### src/rtl/kgp_mult_pkg.sv
// Shared definitions for the KGP-RISC multiply sequencer: FSM states, default width and counter width.
package kgp_mult_pkg;

   localparam int WIDTH_DEF = 32;
   localparam int CNT_W     = 4;

   typedef enum logic [1:0] {
      IDLE = 2'd0,
      WAIT = 2'd1,
      CORR = 2'd2
   } state_t;

endpackage

### src/rtl/mult_unsigned_fix.sv
// Converts the upper half of a signed product into the upper half of the unsigned product of the same bits.
module mult_unsigned_fix
   import kgp_mult_pkg::*;
#(
   parameter int WIDTH = WIDTH_DEF
) (
   input  logic [WIDTH-1:0] prod_hi,
   input  logic [WIDTH-1:0] a,
   input  logic [WIDTH-1:0] b,
   input  logic             is_unsigned,
   output logic [WIDTH-1:0] hi
);

   logic [WIDTH-1:0] add_a;
   logic [WIDTH-1:0] add_b;

   // A set sign bit weighs -2^(W-1) signed but +2^(W-1) unsigned; the difference lands in hi as the other operand.
   always_comb begin
      add_a = {WIDTH{1'b0}};
      add_b = {WIDTH{1'b0}};
      if (is_unsigned && a[WIDTH-1]) begin
         add_a = b;
      end else begin
         add_a = {WIDTH{1'b0}};
      end
      if (is_unsigned && b[WIDTH-1]) begin
         add_b = a;
      end else begin
         add_b = {WIDTH{1'b0}};
      end
      hi = prod_hi + add_a + add_b;
   end

endmodule

### src/rtl/mult_sequencer.sv
// Multi-cycle controller around the shared signed multiplier: holds operands, captures the product, fixes up unsigned results.
module mult_sequencer
   import kgp_mult_pkg::*;
#(
   parameter int WIDTH       = WIDTH_DEF,
   parameter int MULT_CYCLES = 3
) (
   input  logic               clk,
   input  logic               rst,
   input  logic               req_valid,
   output logic               req_ready,
   input  logic [WIDTH-1:0]   req_a,
   input  logic [WIDTH-1:0]   req_b,
   input  logic               req_unsigned,
   input  logic               flush,
   output logic               busy,
   output logic               done,
   output logic [WIDTH-1:0]   hi,
   output logic [WIDTH-1:0]   lo,
   output logic [WIDTH-1:0]   mult_a,
   output logic [WIDTH-1:0]   mult_b,
   input  logic [2*WIDTH-1:0] mult_product
);

   localparam logic [CNT_W-1:0] CNT_LOAD = CNT_W'(MULT_CYCLES - 1);

   state_t               state;
   state_t               state_next;
   logic [CNT_W-1:0]     cnt;
   logic                 is_unsigned;
   logic [2*WIDTH-1:0]   prod_q;
   logic [WIDTH-1:0]     hi_fixed;

   assign busy      = (state != IDLE);
   assign req_ready = (state == IDLE);

   mult_unsigned_fix #(.WIDTH(WIDTH)) u_fix (
      .prod_hi     (prod_q[2*WIDTH-1:WIDTH]),
      .a           (mult_a),
      .b           (mult_b),
      .is_unsigned (is_unsigned),
      .hi          (hi_fixed)
   );

   // State register.
   always_ff @(posedge clk or posedge rst) begin
      if (rst) begin
         state <= IDLE;
      end else begin
         state <= state_next;
      end
   end

   // Next-state logic; flush wins over every other transition.
   always_comb begin
      state_next = state;
      case (state)
         IDLE: begin
            if (req_valid && !flush) begin
               state_next = WAIT;
            end else begin
               state_next = IDLE;
            end
         end
         WAIT: begin
            if (flush) begin
               state_next = IDLE;
            end else if (cnt == {CNT_W{1'b0}}) begin
               state_next = CORR;
            end else begin
               state_next = WAIT;
            end
         end
         CORR:    state_next = IDLE;
         default: state_next = IDLE;
      endcase
   end

   // Datapath: operand latch, cycle counter, product capture and hi/lo write-back.
   always_ff @(posedge clk or posedge rst) begin
      if (rst) begin
         cnt         <= {CNT_W{1'b0}};
         is_unsigned <= 1'b0;
         mult_a      <= {WIDTH{1'b0}};
         mult_b      <= {WIDTH{1'b0}};
         prod_q      <= {(2*WIDTH){1'b0}};
         hi          <= {WIDTH{1'b0}};
         lo          <= {WIDTH{1'b0}};
         done        <= 1'b0;
      end else begin
         done <= 1'b0;
         case (state)
            IDLE: begin
               if (req_valid && !flush) begin
                  mult_a      <= req_a;
                  mult_b      <= req_b;
                  is_unsigned <= req_unsigned;
                  cnt         <= CNT_LOAD;
               end else begin
                  cnt <= cnt;
               end
            end
            WAIT: begin
               if (flush) begin
                  cnt <= cnt;
               end else if (cnt != {CNT_W{1'b0}}) begin
                  cnt <= cnt - {{(CNT_W-1){1'b0}}, 1'b1};
               end else begin
                  prod_q <= mult_product;
               end
            end
            CORR: begin
               if (!flush) begin
                  hi   <= hi_fixed;
                  lo   <= prod_q[WIDTH-1:0];
                  done <= 1'b1;
               end else begin
                  done <= 1'b0;
               end
            end
            default: begin
               done <= 1'b0;
            end
         endcase
      end
   end

endmodule

### config.mk
export PLATFORM = sky130hd
export DESIGN_NAME = mult_sequencer
export DESIGN_NICKNAME = d
export VERILOG_FILES = /design/src/rtl/kgp_mult_pkg.sv /design/src/rtl/mult_unsigned_fix.sv /design/src/rtl/mult_sequencer.sv
export SDC_FILE = /design/constraint.sdc
export NUM_CORES = 1
export LEC_CHECK = 0
export ABC_AREA = 0
export BUFFER_PORTS_ARGS = -buffer_cell sky130_fd_sc_hd__buf_2
export CORE_MARGIN = 3
export CORE_UTILIZATION = 47
export DETAILED_ROUTE_END_ITERATION = 8
export PLACE_DENSITY = 0.72
export RECOVER_POWER = 50
export SYNTH_ARGS = -nofsm -noshare
export SYNTH_HDL_FRONTEND = slang
export SYNTH_HIERARCHICAL = 1
export SYNTH_SLANG_ARGS = --single-unit
### constraint.sdc
create_clock -name clk -period 11.5 [get_ports clk]
set_input_delay 0.575 -clock clk [delete_from_list [all_inputs] [get_ports clk]]
set_output_delay 0.575 -clock clk [all_outputs]
set_load 0.01 [all_outputs]
Word-level counts from Yosys, hierarchy flattened --
Cells that the tools add are included.
Operators by class: mux-type cells 12, order comparisons 0, bitwise logic cells 2, add/sub/neg operators 3, shifts and indexed selects 0, equality and inequality tests 5, div/mod/pow operators 0, $mul 0, reductions and logical operators 13
Operators with widths (number):
- adder 32 bit | 2
- two-way mux 32 bit | 2
- two-way mux 4 bit | 3
- case mux 4 bit (2 select lines) | 1
- zero test 4 bit | 1
- two-way mux 2 bit | 2
- != test 2 bit, second input constant | 2
- case mux 2 bit (2 select lines) | 1
- AND reduction 2 bit | 2
- AND reduction 4 bit | 1
- nonzero test 2 bit | 2
- nonzero test 4 bit | 1
- subtractor 4 x 1 -> 4 bit, second input constant | 1
- logical AND 1 bit | 3
- two-way mux 1 bit | 3
- AND reduction 3 bit | 1
- == test 2 x 1 -> 1 bit, second input constant | 1
- == test 2 bit, second input constant | 1
- zero test 2 bit | 1
- != test 2 x 1 -> 1 bit, second input constant | 1
- inverter 1 bit | 2
- zero test 1 bit | 1
Word-level totals: input port bits 133, memory bits (read-only) 0, memory bits (writable) 0, latch bits 0, register bits after elaboration 200, output and inout bits 131, memories kept 0

Depth between registers and ports, before layout --
Gate-level depths: netlist of run 1.
depth after elaboration 4, mapped depth 14, mapped depth without buffers 13

Cells and area by module --
Netlist of run 1, hierarchy kept.
Modules (own cells, without submodules):
- mult_sequencer | cells each 582, instances 1, area each 7691.1 µm²
- mult_unsigned_fix | cells each 350, instances 1, area each 2776.4 µm²

Least setup slack after synthesis of run 1 --
Ideal clock, no wire load.
path kind register to register, from register is_unsigned, to register hi[29], clock period less this slack 3.473 ns, library setup time 0.125 ns, path buffers 1, path slack 8.027 ns, required time 11.375 ns, arrival 3.349 ns, cell stages (with the launch flop) 15, path through dfrtp_1 > clkbuf_1 > nand3_1 > fa_1 > inv_1 > ha_1 > fa_1 > nand3_1 > a21boi_0 > o21a_1 > a311o_1 > nand4_1 > o221ai_1 > xor2_1 > mux2_2
On the way: word-level cells in the longest chain between the ends 4
RTL lines:
- from (decl) | RTL line mult_sequencer.sv:30 | logic is_unsigned;
- from (signal assigned) | RTL line mult_sequencer.sv:97 | is_unsigned <= req_unsigned;
- logical AND 1 bit | RTL line mult_unsigned_fix.sv:21 | if (is_unsigned && a[WIDTH-1]) begin
- two-way mux 32 bit | RTL line mult_unsigned_fix.sv:21
- adder 32 bit | RTL line mult_unsigned_fix.sv:31 | hi = prod_hi + add_a + add_b;
- adder 32 bit * | RTL line mult_unsigned_fix.sv:31
- named net hi_fixed[29] | RTL line mult_sequencer.sv:32 | logic [WIDTH-1:0] hi_fixed;
- to (signal assigned) | RTL line mult_sequencer.sv:87 | hi <= {WIDTH{1'b0}};
- to (signal assigned) | RTL line mult_sequencer.sv:114 | hi <= hi_fixed;
- to (decl) | RTL line mult_sequencer.sv:18 | output logic [WIDTH-1:0] hi,
The timed path passes the listed nets; every way through them passes the cells marked *. A chain may end at the register's enable or synchronous reset.

==> out/qor.log, run 1 <==
[grt] global-route wire length before repair 41.4 mm
[grt] met1 Track Usage GR 31.3%
[cts] Skew-Pair Late Insertion Delay 430 ps
[cts] clock tree from TritonCTS built
[cells_and_area] area growth from synthesis to layout 18.3%
[timing] highest clock rate 215 MHz
[timing] final count of pins violating max slew 204
[yosys] number of flops mapped to enable cells by yosys 0
[cts] post-cts sizing count 0
[route] Routed Wire Length 25.9 mm
[setup_path] critical path's largest stage delay 3280 ps
[worst_hold_path] hold path cells 3
[yosys] Yosys cell types 56
[power] net switching power figure 1200 uW
[timing] Final Hold Violating Endpoints 0
[power] Internal Power 1840 uW
[setup_path] type of element launching the critical path input pin
[yosys] Most used DFF post-synth sky130_fd_sc_hd__dfrtp_1
[route] Avg WL per Cell 17.8 um
[setup_path] Setup CP Type in2async
[power] sequential share of power 39.3%
[place] Detailed Place HPWL 19.2 mm
[timing] setup total negative slack 0 ps
[cells_and_area] count of non-filler cells in the finished layout 1,457
[floorplanning] die height 155 um
[cells_and_area] total inserted antenna cells 0
[floorplanning] placeable core region 0.0214 mm2
[cts] deepest clock path buffer count 2
[timing] largest clock skew in the final design 14.3 ps
[cells_and_area] fin area 0.0124 mm2
[floorplanning] Starting Density 48.9%
[yosys] synthesized area 0.0105 mm2
[setup_path] top fanout value on the critical path 137
[cts] CTS Root Buffer Type sky130_fd_sc_hd__clkbuf_16
[cells_and_area] net total in the final layout 1,366
[grt] antenna violations before repair 0
[route] total iterations of the first detailed-routing run 5
[grt] via count of the first global-routing pass 7,708
[yosys] syn nets 1,129
[setup_path] slowest cell on the critical path sky130_fd_sc_hd__clkinvlp_2
[timing] post-route minimum period 4640 ps
[yosys] number of instances in the synthesized netlist 932
[route] Via density 5.24
[timing] final setup violation count 0
[power] power density cells 246 mW/mm2
[setup_path] critical path depth in cells 2
[cts] CTS buffer count 17
[grt] most used routing layer met2
[place] Cell Area, Placed 0.0119 mm2
[timing] RSZ-0062 raised after global routing false
[status] failing checks max-capacitance violations, max-slew violations
[job] max-capacitance violation count 2
[setup_path] count of buffer and inverter cells on the critical path 2
[yosys] Yosys warning total 6
[cts] CTS Hold Buffers Added 0
[timing] worst slew pin tran 5950 ps
[cts] Sink Count 200
[setup_path] crit end category asynchronous set/reset pin
[power] standby leakage power 0.00653 uW
[setup_path] arrival time reported for the critical path endpoint 4090 ps
[yosys] number of register bits inferred by synthesis 200
[timing] Hold Worst Slack 325 ps
[yosys] mean cell area of the mapped netlist 11.2 um2
[floorplanning] Die Footprint 0.0241 mm2
[place] cell total after placement 1,425
[setup_path] delay-heaviest family, CP buffers and inverters
[place] I/O Buffers 263
[yosys] sequential-to-total area share from yosys stat 47.8%
[setup_path] Worst EP required 10,950 ps
[cts] H-Tree Level Count 4
[route] vias after detailed routing 7,630
[timing] relative slew slack -299%
[power] Peak VDD IR 109 uV
[worst_hold_path] Min-Delay Path Class in2reg
[setup_path] ordered list of cells on the worst path buf_2, clkinvlp_2
[power] combinational fraction of design power 40.4%
[route] DRC viols 0
[floorplanning] die outline width 155 um
[cts] Post-CTS Repair Setup Buffers 0
[setup_path] path depth of the worst reg2reg path 13
[grt] largest net degree at the start of global routing 138
[route] Initial DRC Count 437
[timing] fraction of the cycle the final worst path needs 40.4%
[place] Routability Congestion 0.895
[grt] aggregate global routing overflow 0
[grt] Global Route met2 Usage 32.3%
[cells_and_area] fraction of layout cells with a size suffix above 1 26.6%
[grt] met3 capacity usage during global routing 5.17%
[route] Post-DRT Antenna Nets 0
[floorplanning] number of top-level design ports 264
[floorplanning] Site Rows 53
[power] part of the power in the clock network 20.3%
[status] run status finished, violations left
[yosys] share of synthesized flip-flops with an asynchronous set or reset 100%
[cts] clock transition time at the flip-flop clock pins of the worst setup and hold paths 80 ps
[grt] global-route usage over all layers 21.4%
[power] switching share of power 39.4%
## layout by cell type, fill, tap and decap left out, drive strengths merged, types with 20 or more instances in the layout
| cell type | n |
|---|---|
| o21ai | 25 |
| clkbuf | 146 |
| buf | 141 |
| nor2 | 20 |
| nand2 | 219 |
| inv | 23 |
| dfrtp | 200 |
| ha | 32 |
| and3 | 58 |
| fa | 32 |
| mux2 | 128 |
| a21oi | 28 |
## per-layer routing
metal	vias to the layer above	share of wire [%]
li1	3663	-
met2	274	44
met1	3667	48
met4	0	1.8
met3	26	6.0
met5	-	0
## stage by stage
stage,utilization [%],setup WS (ps),power [uW]
2_1_floorplan,-,5470,2020
3_3_place_gp,55.8,7570,2440
3_5_place_dp,55.8,7440,2460
4_1_cts,58.6,7410,3100
5_1_grt,57.8,5810,3260
6_report,57.8,6860,3040
## registers in the layout, summed over array words and instances (netlist names)
name	flops
hi	32
mult_b	32
lo	32
cnt	4
done	1
is_unsigned	1
prod_q	64
mult_a	32
state	2
## power by group through the flow
stage          clock network [uW]  logic [uW]  registers, uW
3_3_place_gp                    0        1240           1190
6_report                      617        1230           1190
4_1_cts                       636        1270           1190
5_1_grt                       663        1370           1230
2_1_floorplan                   0         823           1200
3_5_place_dp                    0        1260           1200
## cells in the mapped netlist, types with 3 or more instances
cell	count	area [um2]
sky130_fd_sc_hd__mux2_2	79	890
sky130_fd_sc_hd__mux2_1	9	101
sky130_fd_sc_hd__o21bai_1	4	30.0
sky130_fd_sc_hd__xnor2_1	15	131
sky130_fd_sc_hd__nand2_1	219	822
sky130_fd_sc_hd__inv_1	14	52.6
sky130_fd_sc_hd__a21oi_1	27	135
sky130_fd_sc_hd__nand2b_1	4	25.0
sky130_fd_sc_hd__nand3_1	14	70.1
sky130_fd_sc_hd__nor3_1	8	40.0
sky130_fd_sc_hd__buf_6	5	56.3
sky130_fd_sc_hd__clkbuf_1	23	86.3
sky130_fd_sc_hd__o21ai_0	21	105
sky130_fd_sc_hd__nor2_1	20	75.1
sky130_fd_sc_hd__fa_1	32	641
sky130_fd_sc_hd__nand4_1	7	43.8
sky130_fd_sc_hd__buf_2	23	115
sky130_fd_sc_hd__o211ai_1	5	37.5
sky130_fd_sc_hd__dfrtp_1	200	5000
sky130_fd_sc_hd__and3_1	58	363
sky130_fd_sc_hd__a21o_1	6	45.0
sky130_fd_sc_hd__o21a_1	6	45.0
sky130_fd_sc_hd__and2_1	3	18.8
sky130_fd_sc_hd__mux2_4	40	601
sky130_fd_sc_hd__a211oi_1	6	45.0
sky130_fd_sc_hd__ha_1	32	400
sky130_fd_sc_hd__xor2_1	14	123
## layout make-up
cell class	instances	area (um2)
clock buffer	18	439
multi-input combinational	667	5170
fill	1887	9040
timing repair buffer	269	1200
inverter	14	53.8
sequential	200	5000
clock inverter	14	170
tap	275	344
## final timing paths
check,from,endpoint,slack [ps]
setup / recovery,rst,mult_b[4],6860
hold / removal,req_a[30],mult_a[30],330
setup reg to reg,mult_b[31],hi[29],7380
hold reg to reg,is_unsigned,is_unsigned,480
max in group clk,mult_b[31],hi[29],7380
min in group asynchronous,rst,prod_q[14],1990
## cells by family after synthesis
group	synth area share, %
xor+xnor	2.43
buf+inv	2.96
simple gates	15.2
compound gates	6.49
fa+ha+maj	9.94
flops	47.8
mux	15.2
No activity file was read; power rests on OpenSTA's default activity.
==> inputs of run 2 (changes only) <==
ABC_AREA = 1   (was 0)
PLACE_DENSITY = 0.74   (was 0.72)
clock period = 3.8 ns   (was 11.5 ns; I/O delays follow)
==> run 2 against run 1 <==
  * The flow still finishes with violations (max-capacitance violations, max-slew violations)
  * Largest power group unchanged
  * Setup slack got worse by 6400 ps
  * Global-route usage increased by 2.8 points
  * Non-clock buffer count increased by 132
  * Combinational power increased to 3.3 times the previous value
  * Sequential share of layout area decreased by 5.9 points
  * Cell count increased by 50%
  * Design area increased by 17%
  * Largest cell class is now flip-flops and latches
  * Routed wire length increased by 18%
==> out/qor.log, run 2 <==
[yosys] area share of the largest cell type after synthesis 44.8% [-3.0 points]
[grt] antenna violations before repair 0 [unchanged]
[floorplanning] die outline width 160 um [+3.2%]
[cells_and_area] flip-flop count of the largest register after layout 64 [unchanged]
[cts] H-Tree Level Count 4 [unchanged]
[setup_path] Critical Path Start is_unsigned
[power] Peak VDD IR 344 uV [+220%]
[setup_path] crit end category flop
[cells_and_area] area growth from synthesis to layout 30.0%
[cts] CTS Hold Buffers Added 130 [+130]
[timing] final count of pins violating max slew 202 [-0.98%]
[route] Via density 4.68 [-11%]
[cells_and_area] net total in the final layout 2,063 [+51%]
[floorplanning] number of top-level design ports 264 [unchanged]
[setup_path] top fanout value on the critical path 13 [-91%]
[place] Detailed Place HPWL 20.4 mm [+6.3%]
[setup_path] register-to-register path setup slack 480 ps [-6900 ps]
[timing] Hold Worst Slack 153 ps [-172 ps]
[cts] Post-CTS Repair Setup Buffers 0 [unchanged]
[route] Avg WL per Cell 13.9 um [-22%]
[cts] Skew-Pair Late Insertion Delay 440 ps [about the same]
[yosys] area leader, netlist sky130_fd_sc_hd__dfrtp_1
[place] Routability Congestion 0.923 [+3.2%]
[floorplanning] placeable core region 0.0230 mm2 [+7.3%]
[cts] clock tree from TritonCTS built
[timing] Final Hold Violating Endpoints 0 [unchanged]
[route] Initial DRC Count 606 [+39%]
[yosys] synth top area cells sky130_fd_sc_hd__dfrtp_1 (45%), sky130_fd_sc_hd__nand2_1 (23%), sky130_fd_sc_hd__inv_1 (8.0%)
[grt] met3 capacity usage during global routing 4.54% [-0.63 points]
[job] max-capacitance violation count 2 [unchanged]
[timing] RSZ-0062 raised after global routing false
[yosys] syn nets 1,691 [+50%]
[timing] fraction of the cycle the final worst path needs 87.4%
[cts] post-cts sizing count 0 [unchanged]
[floorplanning] Die Footprint 0.0256 mm2 [+6.4%]
[grt] largest net degree at the start of global routing 125 [-9.4%]
[floorplanning] die height 160 um [+3.2%]
[status] run status finished, violations left
[cells_and_area] most frequent cells in the layout sky130_fd_sc_hd__nand2_1 (671), sky130_fd_sc_hd__inv_1 (235), sky130_fd_sc_hd__dfrtp_1 (200), sky130_fd_sc_hd__buf_2 (197), sky130_fd_sc_hd__dlygate4sd3_1 (130)
[floorplanning] Starting Density 48.6% [-0.29 points]
[timing] highest clock rate 301 MHz
[yosys] sequential-to-total area share from yosys stat 44.8% [-3.0 points]
[timing] setup total negative slack 0 ps [unchanged]
[setup_path] arrival time reported for the critical path endpoint 3650 ps [-440 ps]
[place] Cell Area, Placed 0.0127 mm2 [+6.4%]
[power] standby leakage power 0.00857 uW [+31%]
[timing] largest clock skew in the final design 12.4 ps [-1.93 ps]
[cells_and_area] fin area 0.0145 mm2 [+17%]
[yosys] number of register bits inferred by synthesis 200 [unchanged]
[grt] met1 Track Usage GR 31.5% [+0.24 points]
[yosys] number of flops mapped to enable cells by yosys 0 [unchanged]
[yosys] share of synthesized flip-flops with an asynchronous set or reset 100% [unchanged]
[yosys] commonest cells in the synthesized netlist sky130_fd_sc_hd__nand2_1 (672), sky130_fd_sc_hd__inv_1 (237), sky130_fd_sc_hd__dfrtp_1 (200), sky130_fd_sc_hd__nor2_1 (99), sky130_fd_sc_hd__o21ai_1 (44)
[cts] deepest clock path buffer count 2 [unchanged]
[grt] aggregate global routing overflow 0 [unchanged]
[route] vias after detailed routing 10,300 [+34%]
[power] power density cells 659 mW/mm2 [+170%]
[grt] Global Route met2 Usage 41.2% [+8.9 points]
[setup_path] FF-to-FF Start is_unsigned
[cells_and_area] most common cell after layout, fill and taps aside sky130_fd_sc_hd__nand2_1
[yosys] number of instances in the synthesized netlist 1,494 [+60%]
[yosys] Yosys cell types 30 [-46%]
[cells_and_area] Most flops, register prod_q
[setup_path] endpoint of the lowest-slack register-to-register path hi[29]
[grt] global-route wire length before repair 51.3 mm [+24%]
[setup_path] path depth of the worst reg2reg path 19 [+6]
[worst_hold_path] Min-Delay Path Class in2reg
[place] I/O Buffers 263 [unchanged]
[yosys] synthesized area 0.0112 mm2 [+6.7%]
[grt] global-route usage over all layers 24.2% [+2.8 points]
[setup_path] Setup CP Type reg2reg
[timing] worst slew pin tran 2550 ps [-3390 ps]
[cts] clock transition time at the flip-flop clock pins of the worst setup and hold paths 80 ps [about the same]
[setup_path] Worst EP required 4130 ps [-6820 ps]
[yosys] most used standard cell by instance count after synthesis sky130_fd_sc_hd__nand2_1
[route] Routed Wire Length 30.5 mm [+18%]
[grt] most used routing layer met2
[cts] CTS Root Buffer Type sky130_fd_sc_hd__clkbuf_16
[route] DRC viols 0 [unchanged]
[status] failing checks max-capacitance violations, max-slew violations
[route] Post-DRT Antenna Nets 0 [unchanged]
[cts] Sink Count 200 [unchanged]
[route] total iterations of the first detailed-routing run 5 [unchanged]
[power] Total Power 9560 uW [+210%]
[yosys] Most used DFF post-synth sky130_fd_sc_hd__dfrtp_1
[cts] CTS buffer count 17 [unchanged]
[timing] relative slew slack -70.3% [+230 points]
[setup_path] endpoint of the most critical setup path hi[29]
[yosys] mean cell area of the mapped netlist 7.47 um2 [-33%]
[timing] post-route minimum period 3320 ps
[cells_and_area] fraction of layout cells with a size suffix above 1 15.0% [-12 points]
[setup_path] type of element launching the critical path flop
[timing] final setup violation count 0 [unchanged]
[worst_hold_path] start point of the worst min-delay path req_valid
[cells_and_area] total inserted antenna cells 0 [unchanged]
[floorplanning] Site Rows 55 [+3.8%]
[yosys] Yosys warning total 6 [unchanged]
[grt] via count of the first global-routing pass 10,500 [+37%]
## run 2: cell families after synthesis
logic type | synth area share [%]
adders and majority gates | 9.32
DFF | 44.8
AOI/OAI and AO/OA | 4.39
xor gates and xnor gates | 1.33
buffers and inverters | 10.7
and+or+nand+nor | 29.5
## run 2: final cells by class
cell class	instances	area (um2)
inverter	241	906
clock buffer	17	425
tap	313	392
fill	2057	8470
timing repair buffer	401	2600
sequential	200	5000
clock inverter	15	195
multi-input combinational	1005	4990
## run 2: layer usage
metal  part of all wire [%]  vias up
met5                      0        -
met4                    2.5        0
met1                     44     4743
li1                       -     5161
met3                    5.3       49
met2                     48      309
## run 2: power by group
part | internal, uW | switching (uW) | total [uW]
clock network | 910 | 972 | 1880
logic | 1520 | 2520 | 4040
registers | 3000 | 635 | 3630
## run 2: worst min-delay path by stage
stage / slack, ps / cells after the start / endpoint
after floorplan: 300 / 2 / prod_q[0]
after global placement: 390 / 3 / prod_q[58]
after detailed placement: 390 / 3 / prod_q[16]
after CTS: 130 / 3 / mult_b[30]
after global routing: 170 / 3 / mult_b[30]
final: 150 / 3 / mult_b[30]
## run 2: per-stage QoR
stage	instances	util, %	setup WS [ps]
after floorplan	1494	-	946
after global placement	2030	55.3	636
after detailed placement	2030	55.3	528
after CTS	2192	63.6	510
after global routing	2192	63.1	195
final	2192	63.1	479
## run 2: worst max-delay path, stage by stage (launching register included)
cell and delay, ps:
sky130_fd_sc_hd__dfrtp_1 390, sky130_fd_sc_hd__nand2_1 330, sky130_fd_sc_hd__inv_1 220, sky130_fd_sc_hd__nand2_1 90, sky130_fd_sc_hd__fa_1 510, sky130_fd_sc_hd__inv_1 40, sky130_fd_sc_hd__ha_1 240, sky130_fd_sc_hd__fa_1 460
sky130_fd_sc_hd__nand3_1 130, sky130_fd_sc_hd__nand3_2 90, sky130_fd_sc_hd__nand2_1 80, sky130_fd_sc_hd__nand2_2 80, sky130_fd_sc_hd__nand2_1 80, sky130_fd_sc_hd__nand2_2 80, sky130_fd_sc_hd__nand2_1 100, sky130_fd_sc_hd__nand2_1 50
sky130_fd_sc_hd__nand2_1 60, sky130_fd_sc_hd__nand2_1 40, sky130_fd_sc_hd__nand2_1 50, sky130_fd_sc_hd__nand2_1 60
==> inputs of run 3 (changes only) <==
PLACE_DENSITY = 0.79   (was 0.74)
==> run 3 against run 2 <==
  * The run still ends with max-capacitance violations, max-slew violations left
  * Global-route usage is 0.65 points higher
  * Via count up 1.5%
  * First-iteration DRC count increased by 34%
  * Combinational power is essentially flat
  * Largest cell class unchanged
==> out/qor.log, run 3 (synthesis results as in run 2) <==
[status] run status finished, violations left
[cells_and_area] fraction of layout cells with a size suffix above 1 14.9% [about the same]
[setup_path] type of element launching the critical path flop
[timing] final count of pins violating max slew 78 [-61%]
[power] sequential share of power 38.0% [about the same]
[route] total iterations of the first detailed-routing run 5 [unchanged]
[setup_path] Worst EP required 4130 ps [about the same]
[route] Post-DRT Antenna Nets 0 [unchanged]
[place] Routability Congestion 0.983 [+6.4%]
[cts] clock tree from TritonCTS built
[power] Total Power 9600 uW [+0.40%]
[floorplanning] Site Rows 55 [unchanged]
[cells_and_area] most frequent cells in the layout sky130_fd_sc_hd__nand2_1 (671), sky130_fd_sc_hd__inv_1 (235), sky130_fd_sc_hd__dfrtp_1 (200), sky130_fd_sc_hd__buf_2 (198), sky130_fd_sc_hd__dlygate4sd3_1 (125)
[grt] aggregate global routing overflow 0 [unchanged]
[power] power density cells 662 mW/mm2 [+0.51%]
[cts] post-cts sizing count 0 [unchanged]
[cells_and_area] count of non-filler cells in the finished layout 2,186 [-0.27%]
[cts] CTS buffer count 17 [unchanged]
[power] combinational fraction of design power 42.0% [-0.3 points]
[cts] Sink Count 200 [unchanged]
[place] Detailed Place HPWL 21.1 mm [+3.2%]
[setup_path] Setup CP Type reg2reg
[cells_and_area] fill cell total of the finished layout 2,025 [-1.6%]
[cells_and_area] most common cell after layout, fill and taps aside sky130_fd_sc_hd__nand2_1
[grt] antenna violations before repair 0 [unchanged]
[timing] relative slew slack -26.6% [+44 points]
[worst_hold_path] Min-Delay Path Class in2reg
[floorplanning] Starting Density 48.6% [unchanged]
[cells_and_area] net total in the final layout 2,057 [-0.29%]
[job] max-capacitance violation count 1 [-1]
[power] Peak VDD IR 327 uV [-5.0%]
[grt] via count of the first global-routing pass 10,700 [+1.9%]
[timing] Hold Worst Slack 21.9 ps [-131 ps]
[power] switching share of power 43.4% [+0.20 points]
[grt] global-route usage over all layers 24.8% [+0.65 points]
[cells_and_area] total inserted antenna cells 0 [unchanged]
[place] cell total after placement 2,029 [-0.049%]
[route] Avg WL per Cell 14.3 um [+2.5%]
[timing] final setup violation count 0 [unchanged]
[floorplanning] number of top-level design ports 264 [unchanged]
[place] I/O Buffers 263 [unchanged]
[floorplanning] die outline width 160 um [unchanged]
[setup_path] crit end category flop
[floorplanning] die height 160 um [unchanged]
[timing] highest clock rate 327 MHz [+8.6%]
[cells_and_area] area growth from synthesis to layout 29.8%
[timing] setup total negative slack 0 ps [unchanged]
[route] DRC viols 0 [unchanged]
[cts] Skew-Pair Late Insertion Delay 440 ps [about the same]
[timing] Final Hold Violating Endpoints 0 [unchanged]
[cts] clock transition time at the flip-flop clock pins of the worst setup and hold paths 80 ps [about the same]
[grt] global-route wire length before repair 52.3 mm [+2.0%]
[route] Routed Wire Length 31.2 mm [+2.3%]
[status] failing checks max-capacitance violations, max-slew violations
[floorplanning] Die Footprint 0.0256 mm2 [unchanged]
[route] Via density 4.76 [+1.7%]
[grt] largest net degree at the start of global routing 123 [-1.6%]
[cts] H-Tree Level Count 4 [unchanged]
[timing] post-route minimum period 3060 ps [-262 ps]
[timing] largest clock skew in the final design 18.4 ps [+5.98 ps]
[power] standby leakage power 0.00857 uW [about the same]
[cts] deepest clock path buffer count 2 [unchanged]
[route] vias after detailed routing 10,400 [+1.5%]
[timing] fraction of the cycle the final worst path needs 80.5% [-6.9 points]
[power] net switching power figure 4170 uW [+0.87%]
[setup_path] top fanout value on the critical path 4 [-9]
[floorplanning] placeable core region 0.0230 mm2 [unchanged]
[cells_and_area] final standard cell utilization of the core 63.1% [-0.065 points]
[timing] RSZ-0062 raised after global routing false
[route] Initial DRC Count 813 [+34%]
[cells_and_area] flip-flop count of the largest register after layout 64 [unchanged]
[power] part of the power in the clock network 20.0% [+0.3 points]
[setup_path] arrival time reported for the critical path endpoint 3390 ps [-260 ps]
[timing] worst slew pin tran 1900 ps [-656 ps]
[power] Internal Power 5430 uW [about the same]
[cts] CTS Root Buffer Type sky130_fd_sc_hd__clkbuf_16
[cells_and_area] Most flops, register prod_q
==> run 3: cell types whose count changed in the layout (fill, tap and decap cells not counted), sizes merged <==
cell | before | now
clkbuf | 85 | 83
clkinvlp | 2 | 1
clkinv | 6 | 7
buf | 203 | 204
dlygate4sd3 | 130 | 125
==> run 3: what timing repair did <==
action | in CTS | in global routing
buffers inserted | 0 | 0
hold buffers | 125 | 0
hold endpoints to repair | 203 | 0
==> run 3: final cells by class <==
cell class	instances	area, um2	area share (%)
sequential	200	5000	34.5
multi-input combinational	1005	4990	34.4
timing repair buffer	395	2560	17.7
inverter	241	906	6.25
clock buffer	17	425	2.93
tap	313	392	2.70
clock inverter	15	223	1.54
==> run 3: stage by stage <==
step / area (um2) / setup slack [ps]
CTS: 14600 / 764
finish: 14500 / 741
global placement: 12700 / 827
floorplan: 11200 / 946
global route: 14500 / 421
detailed placement: 12700 / 780
==> run 3: path summary, 6_finish.rpt <==
check / from / to / slack [ps] / depth (start not counted)
setup / recovery: mult_a[31] / hi[29] / 740 / 19
hold / removal: req_a[17] / mult_a[17] / 20 / 3
setup reg to reg: mult_a[31] / hi[29] / 740 / 19
hold reg to reg: prod_q[13] / lo[13] / 480 / 2
max in group asynchronous: rst / is_unsigned / 1570 / 4
min in group asynchronous: rst / lo[17] / 160 / 3
==> run 3: power by group through the flow <==
stage / registers, uW / clock network [uW] / logic [uW]
6_report: 3650 / 1920 / 4030
3_3_place_gp: 3630 / 0 / 3880
4_1_cts: 3620 / 1970 / 4090
3_5_place_dp: 3660 / 0 / 3960
2_1_floorplan: 3800 / 0 / 2390
5_1_grt: 3760 / 2050 / 4600
==> run 3: metal layers <==
layer  track usage, %  vias to the layer above  wire [um]
met5                0                        -          0
met4             8.01                        0        728
met3             5.34                       59       2000
met2             42.1                      362      15000
met1             31.9                     4814      13500
li1                 -                     5178          -
==> run 3: worst max-delay path, stage by stage (launching register included) <==
cell and delay (ps):
sky130_fd_sc_hd__dfrtp_1 370, sky130_fd_sc_hd__nand2_1 110, sky130_fd_sc_hd__inv_1 120, sky130_fd_sc_hd__nand2_1 80
sky130_fd_sc_hd__fa_1 500, sky130_fd_sc_hd__inv_1 50, sky130_fd_sc_hd__ha_1 260, sky130_fd_sc_hd__fa_1 480
sky130_fd_sc_hd__nand3_1 150, sky130_fd_sc_hd__nand3_2 90, sky130_fd_sc_hd__nand2_1 90, sky130_fd_sc_hd__nand2_2 110
sky130_fd_sc_hd__nand2_1 90, sky130_fd_sc_hd__nand2_2 80, sky130_fd_sc_hd__nand2_1 110, sky130_fd_sc_hd__nand2_1 60
sky130_fd_sc_hd__nand2_1 60, sky130_fd_sc_hd__nand2_1 60, sky130_fd_sc_hd__nand2_1 60, sky130_fd_sc_hd__nand2_1 60
